`config.mk`:
```
export PLATFORM = sky130hd
export DESIGN_NAME = ents_bank_scheduler
export DESIGN_NICKNAME = d
export VERILOG_FILES = /design/src/rtl/ents_bank_scheduler.sv
export SDC_FILE = /design/constraint.sdc
export NUM_CORES = 1
export LEC_CHECK = 0
export ABC_AREA = 1
export CAP_MARGIN = 20
export CORE_MARGIN = 4
export CORE_UTILIZATION = 35
export CTS_CLUSTER_DIAMETER = 50
export DETAILED_ROUTE_END_ITERATION = 10
export MAX_ROUTING_LAYER = met4
export PLACE_DENSITY = 0.72
export SLEW_MARGIN = 20
export SYNTH_ARGS = -nofsm -noshare
export SYNTH_HDL_FRONTEND = slang
export SYNTH_SLANG_ARGS = --single-unit
```
`constraint.sdc`:
```
create_clock -name clk -period 1.8 [get_ports clk]
set_input_delay 0.27 -clock clk [delete_from_list [all_inputs] [get_ports clk]]
set_output_delay 0.27 -clock clk [all_outputs]
set_load 0.01 [all_outputs]
```
`src/rtl/ents_bank_scheduler.sv`:
```
// ---------------------------------------------------------------------------
// ents_bank_scheduler
//
// Double-buffered entity bank scheduler. The game logic announces a new
// object map (logic_done); the scheduler starts the entity drawer, steers
// its writes into the back bank, and swaps front/back on the next vertical
// blank after the drawer has finished.
//
// Ports:
//   clk, rst_n            clock, asynchronous active-low reset
//   logic_done            pulse: new object map ready
//   vblank_start          pulse: renderer entered vertical blanking
//   draw_done, ent_count  pulse + entity count from the drawer
//   wr_en/wr_addr/wr_data drawer write port
//   draw_start            pulse to the drawer (its new_state input)
//   next_screen           pulse to the drawer on bank swap
//   we0/we1               bank write enables (back bank only, DRAW only)
//   bank_addr/bank_data   shared write address/data to both banks
//   front_bank            bank the renderer reads
//   render_count          entity count of the front bank
//   frame_cnt             completed swaps, wraps
//   busy                  scheduler not idle
//
// Optional feature (macro ENTS_DROP_CNT_EN):
//   dropped_frames        saturating count of vblanks missed while drawing
//                         and logic_done pulses dropped while one is pending
// ---------------------------------------------------------------------------
module ents_bank_scheduler (
    input  logic        clk,
    input  logic        rst_n,
    input  logic        logic_done,
    input  logic        vblank_start,
    input  logic        draw_done,
    input  logic [7:0]  ent_count,
    input  logic        wr_en,
    input  logic [7:0]  wr_addr,
    input  logic [20:0] wr_data,
    output logic        draw_start,
    output logic        next_screen,
    output logic        we0,
    output logic        we1,
    output logic [7:0]  bank_addr,
    output logic [20:0] bank_data,
    output logic        front_bank,
    output logic [7:0]  render_count,
    output logic [15:0] frame_cnt,
    output logic        busy
`ifdef ENTS_DROP_CNT_EN
    ,
    output logic [7:0]  dropped_frames
`endif
);

    typedef enum logic [1:0] {
        ST_IDLE      = 2'd0,
        ST_DRAW      = 2'd1,
        ST_WAIT_SWAP = 2'd2,
        ST_SWAP      = 2'd3
    } state_t;

    state_t      state_q;
    logic        pending_q;
    logic        front_bank_q;
    logic [7:0]  render_count_q;
    logic [7:0]  count_hold_q;
    logic [15:0] frame_cnt_q;
    logic        draw_start_q;
    logic        next_screen_q;

    // Writes only ever target the back bank, and only while drawing.
    logic draw_wr;
    assign draw_wr = wr_en && (state_q == ST_DRAW);

    assign we0          = draw_wr && (front_bank_q == 1'b1);
    assign we1          = draw_wr && (front_bank_q == 1'b0);
    assign bank_addr    = wr_addr;
    assign bank_data    = wr_data;
    assign front_bank   = front_bank_q;
    assign render_count = render_count_q;
    assign frame_cnt    = frame_cnt_q;
    assign draw_start   = draw_start_q;
    assign next_screen  = next_screen_q;
    assign busy         = (state_q != ST_IDLE);

    // NOTE: sequential state uses non-blocking assignments so every register
    // samples pre-edge values regardless of statement order.
    always_ff @(posedge clk or negedge rst_n) begin
        if (!rst_n) begin
            state_q        <= ST_IDLE;
            pending_q      <= 1'b0;
            front_bank_q   <= 1'b0;
            render_count_q <= 8'd0;
            count_hold_q   <= 8'd0;
            frame_cnt_q    <= 16'd0;
            draw_start_q   <= 1'b0;
            next_screen_q  <= 1'b0;
        end else begin
            draw_start_q  <= 1'b0;
            next_screen_q <= 1'b0;

            // One-deep request memory while a frame is in flight.
            if (state_q != ST_IDLE && logic_done)
                pending_q <= 1'b1;

            case (state_q)
                ST_IDLE: begin
                    if (logic_done || pending_q) begin
                        draw_start_q <= 1'b1;
                        pending_q    <= 1'b0;
                        state_q      <= ST_DRAW;
                    end
                end
                ST_DRAW: begin
                    // A vblank coinciding with draw_done is too early to swap.
                    if (draw_done) begin
                        count_hold_q <= ent_count;
                        state_q      <= ST_WAIT_SWAP;
                    end
                end
                ST_WAIT_SWAP: begin
                    // Swap side effects land together with the next_screen
                    // pulse, one cycle after vblank_start.
                    if (vblank_start) begin
                        front_bank_q   <= ~front_bank_q;
                        render_count_q <= count_hold_q;
                        frame_cnt_q    <= frame_cnt_q + 16'd1;
                        next_screen_q  <= 1'b1;
                        state_q        <= ST_SWAP;
                    end
                end
                ST_SWAP: begin
                    state_q <= ST_IDLE;
                end
                default: state_q <= ST_IDLE;
            endcase
        end
    end

`ifdef ENTS_DROP_CNT_EN
    logic [7:0] dropped_q;
    logic [7:0] dropped_d;
    logic [1:0] drop_inc;
    logic [8:0] drop_sum;

    // NOTE: every always_comb output gets a default first so no latch is inferred.
    always_comb begin
        drop_inc  = 2'd0;
        if (vblank_start && state_q == ST_DRAW)
            drop_inc = drop_inc + 2'd1;
        if (logic_done && state_q != ST_IDLE && pending_q)
            drop_inc = drop_inc + 2'd1;
        drop_sum  = {1'b0, dropped_q} + {7'd0, drop_inc};
        dropped_d = drop_sum[8] ? 8'hFF : drop_sum[7:0];
    end

    always_ff @(posedge clk or negedge rst_n) begin
        if (!rst_n)
            dropped_q <= 8'd0;
        else
            dropped_q <= dropped_d;
    end

    assign dropped_frames = dropped_q;
`endif

endmodule

```
==> run summary, run 1 <==
Reg clk slew, reported paths -> 0.08 ns
Die H -> 83.1 µm
fraction of layout cells with a size suffix above 1 -> 12.7%
Setup violations, final -> 0
RSZ-0062 raised after global routing -> no
worst-case clock buffer depth -> 2
Seq/Total Area, Yosys -> 48.1%
cts bufs inserted -> 5
post-route setup TNS -> 0 ns
Slew HR -> 67.7%
site row count -> 27
worst skew pair latency -> 0.29 ns
drt wl/cell -> 12.0 µm
drt total wl -> 3800 µm
reg2reg end -> frame_cnt[8]
final antenna diode count -> 0
Final Power -> 3.19 mW
Yosys cell types -> 22
gr usage total -> 11.7%
dpl ws -> 0.0247 ns
critical path capture point type -> output pin
Setup Skew -> 0.00681 ns
PD cells -> 1330 nW/µm²
initial antenna violation count -> 0
Detailed Routing Iterations Pass 1 -> 4
root cell of the clock tree -> clkbuf_8
Reg2Reg Setup Slack -> 0.18 ns
Slew Limit Fails -> 0
Synth Area in XOR/XNOR -> 3.99%
count of state elements after synthesis -> 38
WP data arrival -> 1.38 ns
syn nets -> 269
Simple-Gate Fraction of Synth Area -> 22.2%
worst min-delay path category -> in -> async
starting density of the core -> 35.9%
H-Tree Depth -> 2
Final GP Congestion -> 0.792
Post-CTS Setup Bufs -> 0
crit path kind -> reg -> out
period utilization -> 91.7%
mux cell area share after synthesis -> 4.56%
multi-input combinational cell area -> 696 µm²
top cells by area, synth -> dfrtp_1 (48%), nand2_1 (12%), buf_4 (11%)
die area -> 6910 µm²
worst-path fanout max -> 3
first-pass GRT wire length -> 6420 µm
Via Count -> 1371
Mapped Cells -> 221
FF/Latch Area -> 951 µm²
Post-Synth Adder-Cell Area -> 3.17%
drt initial violations -> 47
Hold Buf Count CTS -> 0
R2R depth -> 9
Syn Std Cell Area -> 1980 µm²
Hold Violations, Final -> 0
Leakage -> 1.15 nW
number of global-route vias before repair -> 1384
Req. time, crit path -> 1.53 ns
slew at the pin closest to its max-slew limit -> 0.485 ns
antenna viol nets, final -> 0
post-synth top area cell -> dfrtp_1
Tmin final -> 1.65 ns
CTS sink cnt -> 38
post-synthesis compound-gate area fraction -> 1.27%
Placeable Area -> 5510 µm²
peak supply drop -> 0.000627 V
Area Overhead vs Synth -> 21.3%
top-area cell type share of the netlist area -> 48.1%
grt total ovfl -> 0
CP Launch Type -> register
Syn. warnings -> 0
Ports -> 102
largest family of logic cells by synthesized area -> simple AND/OR/NAND/NOR gates
status -> finished clean
Mean Syn Cell Area -> 8.94 µm²
drt via density -> 4.32
PortBufs -> 43
Die Span X -> 83.1 µm
CTS tree -> yes
Fmax achieved -> 0.606 GHz
Fill cells -> 528
Max-Cap Viols -> 0
Crit Reg-Reg Startpoint -> state_q[0]
largest net degree at the start of global routing -> 39
drc violations -> 0
final worst setup slack -> 0.149 ns
HPWL Detailed -> 2850 µm
Nets -> 292
==> area by class of cell <==
type,count,share of cell area [%]
tap,72,3.76
inverter,27,4.23
clock buffer,5,2.87
clock inverter,3,1.88
sequential,38,39.7
timing repair buffer,47,18.5
multi-input combinational,125,29.0
==> cells in the mapped netlist <==
cell type	instances
nand4_1	5
nor3_1	4
nor3_2	2
buf_2	2
inv_1	27
xor2_1	6
xnor2_1	3
buf_4	29
o21ai_0	1
nand2_2	2
nor2_2	2
a21oi_1	1
nor2_4	2
nor2_1	11
nand3b_1	1
o211ai_1	1
mux2_2	8
nand3_1	7
nand2_1	63
ha_1	5
dfrtp_1	38
o21bai_1	1
==> flip-flops by register name, summed over array words and instances (netlist names) <==
signal,flops
frame_cnt,16
count_hold_q,8
render_count,8
state_q,2
draw_start,1
front_bank,1
next_screen,1
pending_q,1
==> critical path, cell delays in order, from the launching register on <==
cell	delay [ns]
dfrtp_1	0.39
inv_1	0.08
buf_4	0.12
ha_1	0.17
inv_1	0.06
dlygate4sd2_1	0.28
==> power by group <==
group | leakage [nW] | total (mW) | switching (mW) | internal [mW]
Combinational | 0.631 | 1.14 | 0.548 | 0.597
Clock | 0.0504 | 0.732 | 0.320 | 0.412
Sequential | 0.464 | 1.31 | 0.170 | 1.14
==> cells by family after synthesis <==
family	count (synthesis)
compound gates	4
flops	38
fa+ha+maj	5
buf+inv	58
mux	8
simple gates	99
xor+xnor	9
==> placed cells by master, fill, tap and decap left out, types with 5 or more instances in the layout <==
cell type and n:
nand2_1 63, clkdlybuf4s50_1 39, dfrtp_1 38, inv_1 27, nor2_1 11, mux2_2 8, nand3_1 7, xor2_1 6
nand4_1 5, ha_1 5, clkbuf_8 5
==> repair_timing <==
item	CTS	global route
endpoints found under the setup margin	3	2
resized for setup	3	4
cloned	0	0
pin swaps	0	0
==> layer usage <==
metal | track usage (%) | part of all wire [%]
met1 | 13.8 | 42
met3 | 4.07 | 7.5
met2 | 18.4 | 49
met4 | 4.75 | 1.3
met5 | - | 0
==> per-stage QoR <==
stage | hold WS (ns) | std cells | cell area (µm²) | utilization [%]
6_report | 0.0175 | 317 | 2400 | 43.5
3_5_place_dp | 0.357 | 309 | 2290 | 41.6
4_1_cts | 0.0367 | 317 | 2400 | 43.6
2_1_floorplan | -0.0256 | 221 | 1980 | -
5_1_grt | 0.0556 | 317 | 2400 | 43.5
3_3_place_gp | 0.351 | 309 | 2290 | 41.6
==> how the worst max path moves through the flow <==
stage | from | to | slack [ns] | depth (start not counted)
4_1_cts | state_q[1] | we1 | 0.04 | 5
3_3_place_gp | wr_en | we0 | 0.05 | 4
2_1_floorplan | state_q[0] | frame_cnt[9] | 0.39 | 8
6_report | state_q[1] | busy | 0.15 | 5
5_1_grt | state_q[0] | frame_cnt[8] | 0.00008 | 9
3_5_place_dp | wr_en | we0 | 0.02 | 4
Power figures use the tool's default switching activity.
==> run 2, diff against run 1 <==
--- a/config.mk
+++ b/config.mk
@@ -13,6 +13,7 @@
 export DETAILED_ROUTE_END_ITERATION = 10
 export MAX_ROUTING_LAYER = met4
 export PLACE_DENSITY = 0.72
+export RECOVER_POWER = 50
 export SLEW_MARGIN = 20
 export SYNTH_ARGS = -nofsm -noshare
 export SYNTH_HDL_FRONTEND = slang
==> run summary, run 2 (synthesized netlist as in run 1, its figures left out) <==
status -> finished clean (unchanged)
met3 Resource Use GR -> 4.07% (unchanged)
Fill cells -> 529 (was 528)
first-pass GRT wire length -> 6420 µm (unchanged)
Post-CTS Setup Bufs -> 0 (unchanged)
die area -> 6910 µm² (unchanged)
Crit Reg-Reg Startpoint -> state_q[0] (unchanged)
PortBufs -> 43 (unchanged)
worst skew pair latency -> 0.29 ns (about the same)
Reg clk slew, reported paths -> 0.08 ns (about the same)
Setup violations, final -> 0 (unchanged)
starting density of the core -> 35.9% (unchanged)
Ports -> 102 (unchanged)
commonest non-fill, non-tap cell in the layout -> nand2_1 (unchanged)
Die H -> 83.1 µm (unchanged)
drt total wl -> 3800 µm (unchanged)
reg2reg end -> frame_cnt[8] (unchanged)
Placeable Area -> 5510 µm² (unchanged)
HPWL Detailed -> 2850 µm (unchanged)
final antenna diode count -> 0 (unchanged)
Req. time, crit path -> 1.53 ns (about the same)
Fmax achieved -> 0.606 GHz (unchanged)
Nets -> 292 (unchanged)
cts bufs inserted -> 5 (unchanged)
Slew Limit Fails -> 0 (unchanged)
CP Cell Sequence -> inv_1, buf_4, ha_1, inv_1, dlygate4sd2_1 (unchanged)
peak supply drop -> 0.000627 V (about the same)
Slew HR -> 37.2% (was 67.7%)
WP data arrival -> 1.38 ns (about the same)
root cell of the clock tree -> clkbuf_8 (unchanged)
worst-path fanout max -> 3 (unchanged)
Via Count -> 1371 (unchanged)
post-route setup TNS -> 0 ns (unchanged)
Max-Cap Viols -> 0 (unchanged)
Die Span X -> 83.1 µm (unchanged)
RSZ-0062 raised after global routing -> no (unchanged)
most frequent cells in the layout -> nand2_1 (63), clkdlybuf4s50_1 (39), dfrtp_1 (38) (unchanged)
worst-case clock buffer depth -> 2 (unchanged)
Placed Instance Area -> 2290 µm² (unchanged)
site row count -> 27 (unchanged)
CTS sink cnt -> 38 (unchanged)
largest net degree at the start of global routing -> 39 (unchanged)
drt via density -> 4.32 (unchanged)
Worst path most repeated cell -> inv_1 (unchanged)
Crit path max-delay family -> buffers and inverters (unchanged)
grt total ovfl -> 0 (unchanged)
CTS tree -> yes (unchanged)
number of global-route vias before repair -> 1384 (unchanged)
critical path capture point type -> output pin (unchanged)
drt wl/cell -> 12.0 µm (unchanged)
fraction of layout cells with a size suffix above 1 -> 12.7% (unchanged)
initial antenna violation count -> 0 (unchanged)
drc violations -> 0 (unchanged)
crit path kind -> reg -> out (unchanged)
crit path buf inv count -> 4 (unchanged)
gr usage total -> 11.7% (unchanged)
Setup Skew -> 0.00681 ns (unchanged)
Reg2Reg Setup Slack -> 0.18 ns (about the same)
Leakage -> 1.14 nW (was 1.15 nW)
R2R depth -> 9 (unchanged)
H-Tree Depth -> 2 (unchanged)
Hold Violations, Final -> 0 (unchanged)
drt initial violations -> 47 (unchanged)
Largest register FFs -> 16 (unchanged)
Area Overhead vs Synth -> 21.2% (was 21.3%)
Final Cell Area -> 2390 µm² (was 2400 µm²)
met2 usage -> 18.4% (unchanged)
slowest CP cell -> dfrtp_1 (unchanged)
GR peak layer -> met2 (unchanged)
Tmin final -> 1.65 ns (unchanged)
M1 GR Usage -> 13.8% (unchanged)
period utilization -> 91.7% (unchanged)
CP peak stage delay -> 0.39 ns (about the same)
CP Launch Type -> register (unchanged)
Hold Buf Count CTS -> 0 (unchanged)
Final GP Congestion -> 0.792 (unchanged)
antenna viol nets, final -> 0 (unchanged)
PD cells -> 1330 nW/µm² (about the same)
slew at the pin closest to its max-slew limit -> 0.942 ns (was 0.485 ns)
Detailed Routing Iterations Pass 1 -> 4 (unchanged)
worst min-delay path category -> in -> async (unchanged)
-- run 2: cell count changes in the layout (fill, tap and decap cells not counted) --
cell	delta
clkbuf_2	+1
buf_4	-1
-- run 2: cell type report --
| cell class | instances | area, µm² | area share (%) |
|---|---|---|---|
| Sequential cell | 38 | 951 | 39.7 |
| Multi-Input combinational cell | 125 | 696 | 29.1 |
| Timing Repair Buffer | 47 | 442 | 18.5 |
| Inverter | 27 | 101 | 4.23 |
| Tap cell | 72 | 90.1 | 3.76 |
| Clock buffer | 5 | 68.8 | 2.88 |
| Clock inverter | 3 | 45.0 | 1.88 |
-- run 2: power breakdown --
part	total [mW]	switching, mW	internal (mW)
clock	0.732	0.320	0.412
sequential	1.31	0.170	1.14
combinational	1.14	0.548	0.596
-- run 2: what timing repair did --
item / in CTS / in global routing
setup endpoints to repair: 3 / 2
resized for setup: 3 / 4
pin swaps: 0 / 0
-- run 2: worst max path at each step --
stage / cells past startpoint / startpoint / slack [ns] / end
finish: 5 / state_q[1] / 0.15 / busy
floorplan: 8 / state_q[0] / 0.39 / frame_cnt[9]
detailed placement: 4 / wr_en / 0.02 / we0
CTS: 5 / state_q[1] / 0.04 / we1
global route: 9 / state_q[0] / 0.00008 / frame_cnt[8]
global placement: 4 / wr_en / 0.05 / we0
-- run 2: layer usage --
metal,vias to the layer above,share of wire (%),wire [µm]
li1,698,-,-
met4,0,1.3,48
met5,-,0,0
met3,5,7.5,285
met2,53,49,1860
met1,615,42,1600
-- run 2: stage by stage --
stage / total power [mW] / std cells / setup slack [ns] / hold slack, ns / utilization [%]
after detailed placement: 2.52 / 309 / 0.0247 / 0.357 / 41.6
after CTS: 3.26 / 317 / 0.0363 / 0.0367 / 43.6
after global routing: 3.43 / 317 / 0.0000842 / 0.283 / 43.5
final: 3.19 / 317 / 0.149 / 0.195 / 43.5
after global placement: 2.48 / 309 / 0.0517 / 0.351 / 41.6
after floorplan: 2.00 / 221 / 0.393 / -0.0256 / -
==> run 3, diff against run 2 <==
--- a/config.mk
+++ b/config.mk
@@ -13,7 +13,6 @@
 export DETAILED_ROUTE_END_ITERATION = 10
 export MAX_ROUTING_LAYER = met4
 export PLACE_DENSITY = 0.72
-export RECOVER_POWER = 50
 export SLEW_MARGIN = 20
 export SYNTH_ARGS = -nofsm -noshare
 export SYNTH_HDL_FRONTEND = slang
==> results of run 3 <==
Same layout as run 1: the final DEF is identical, and so are final timing and power.
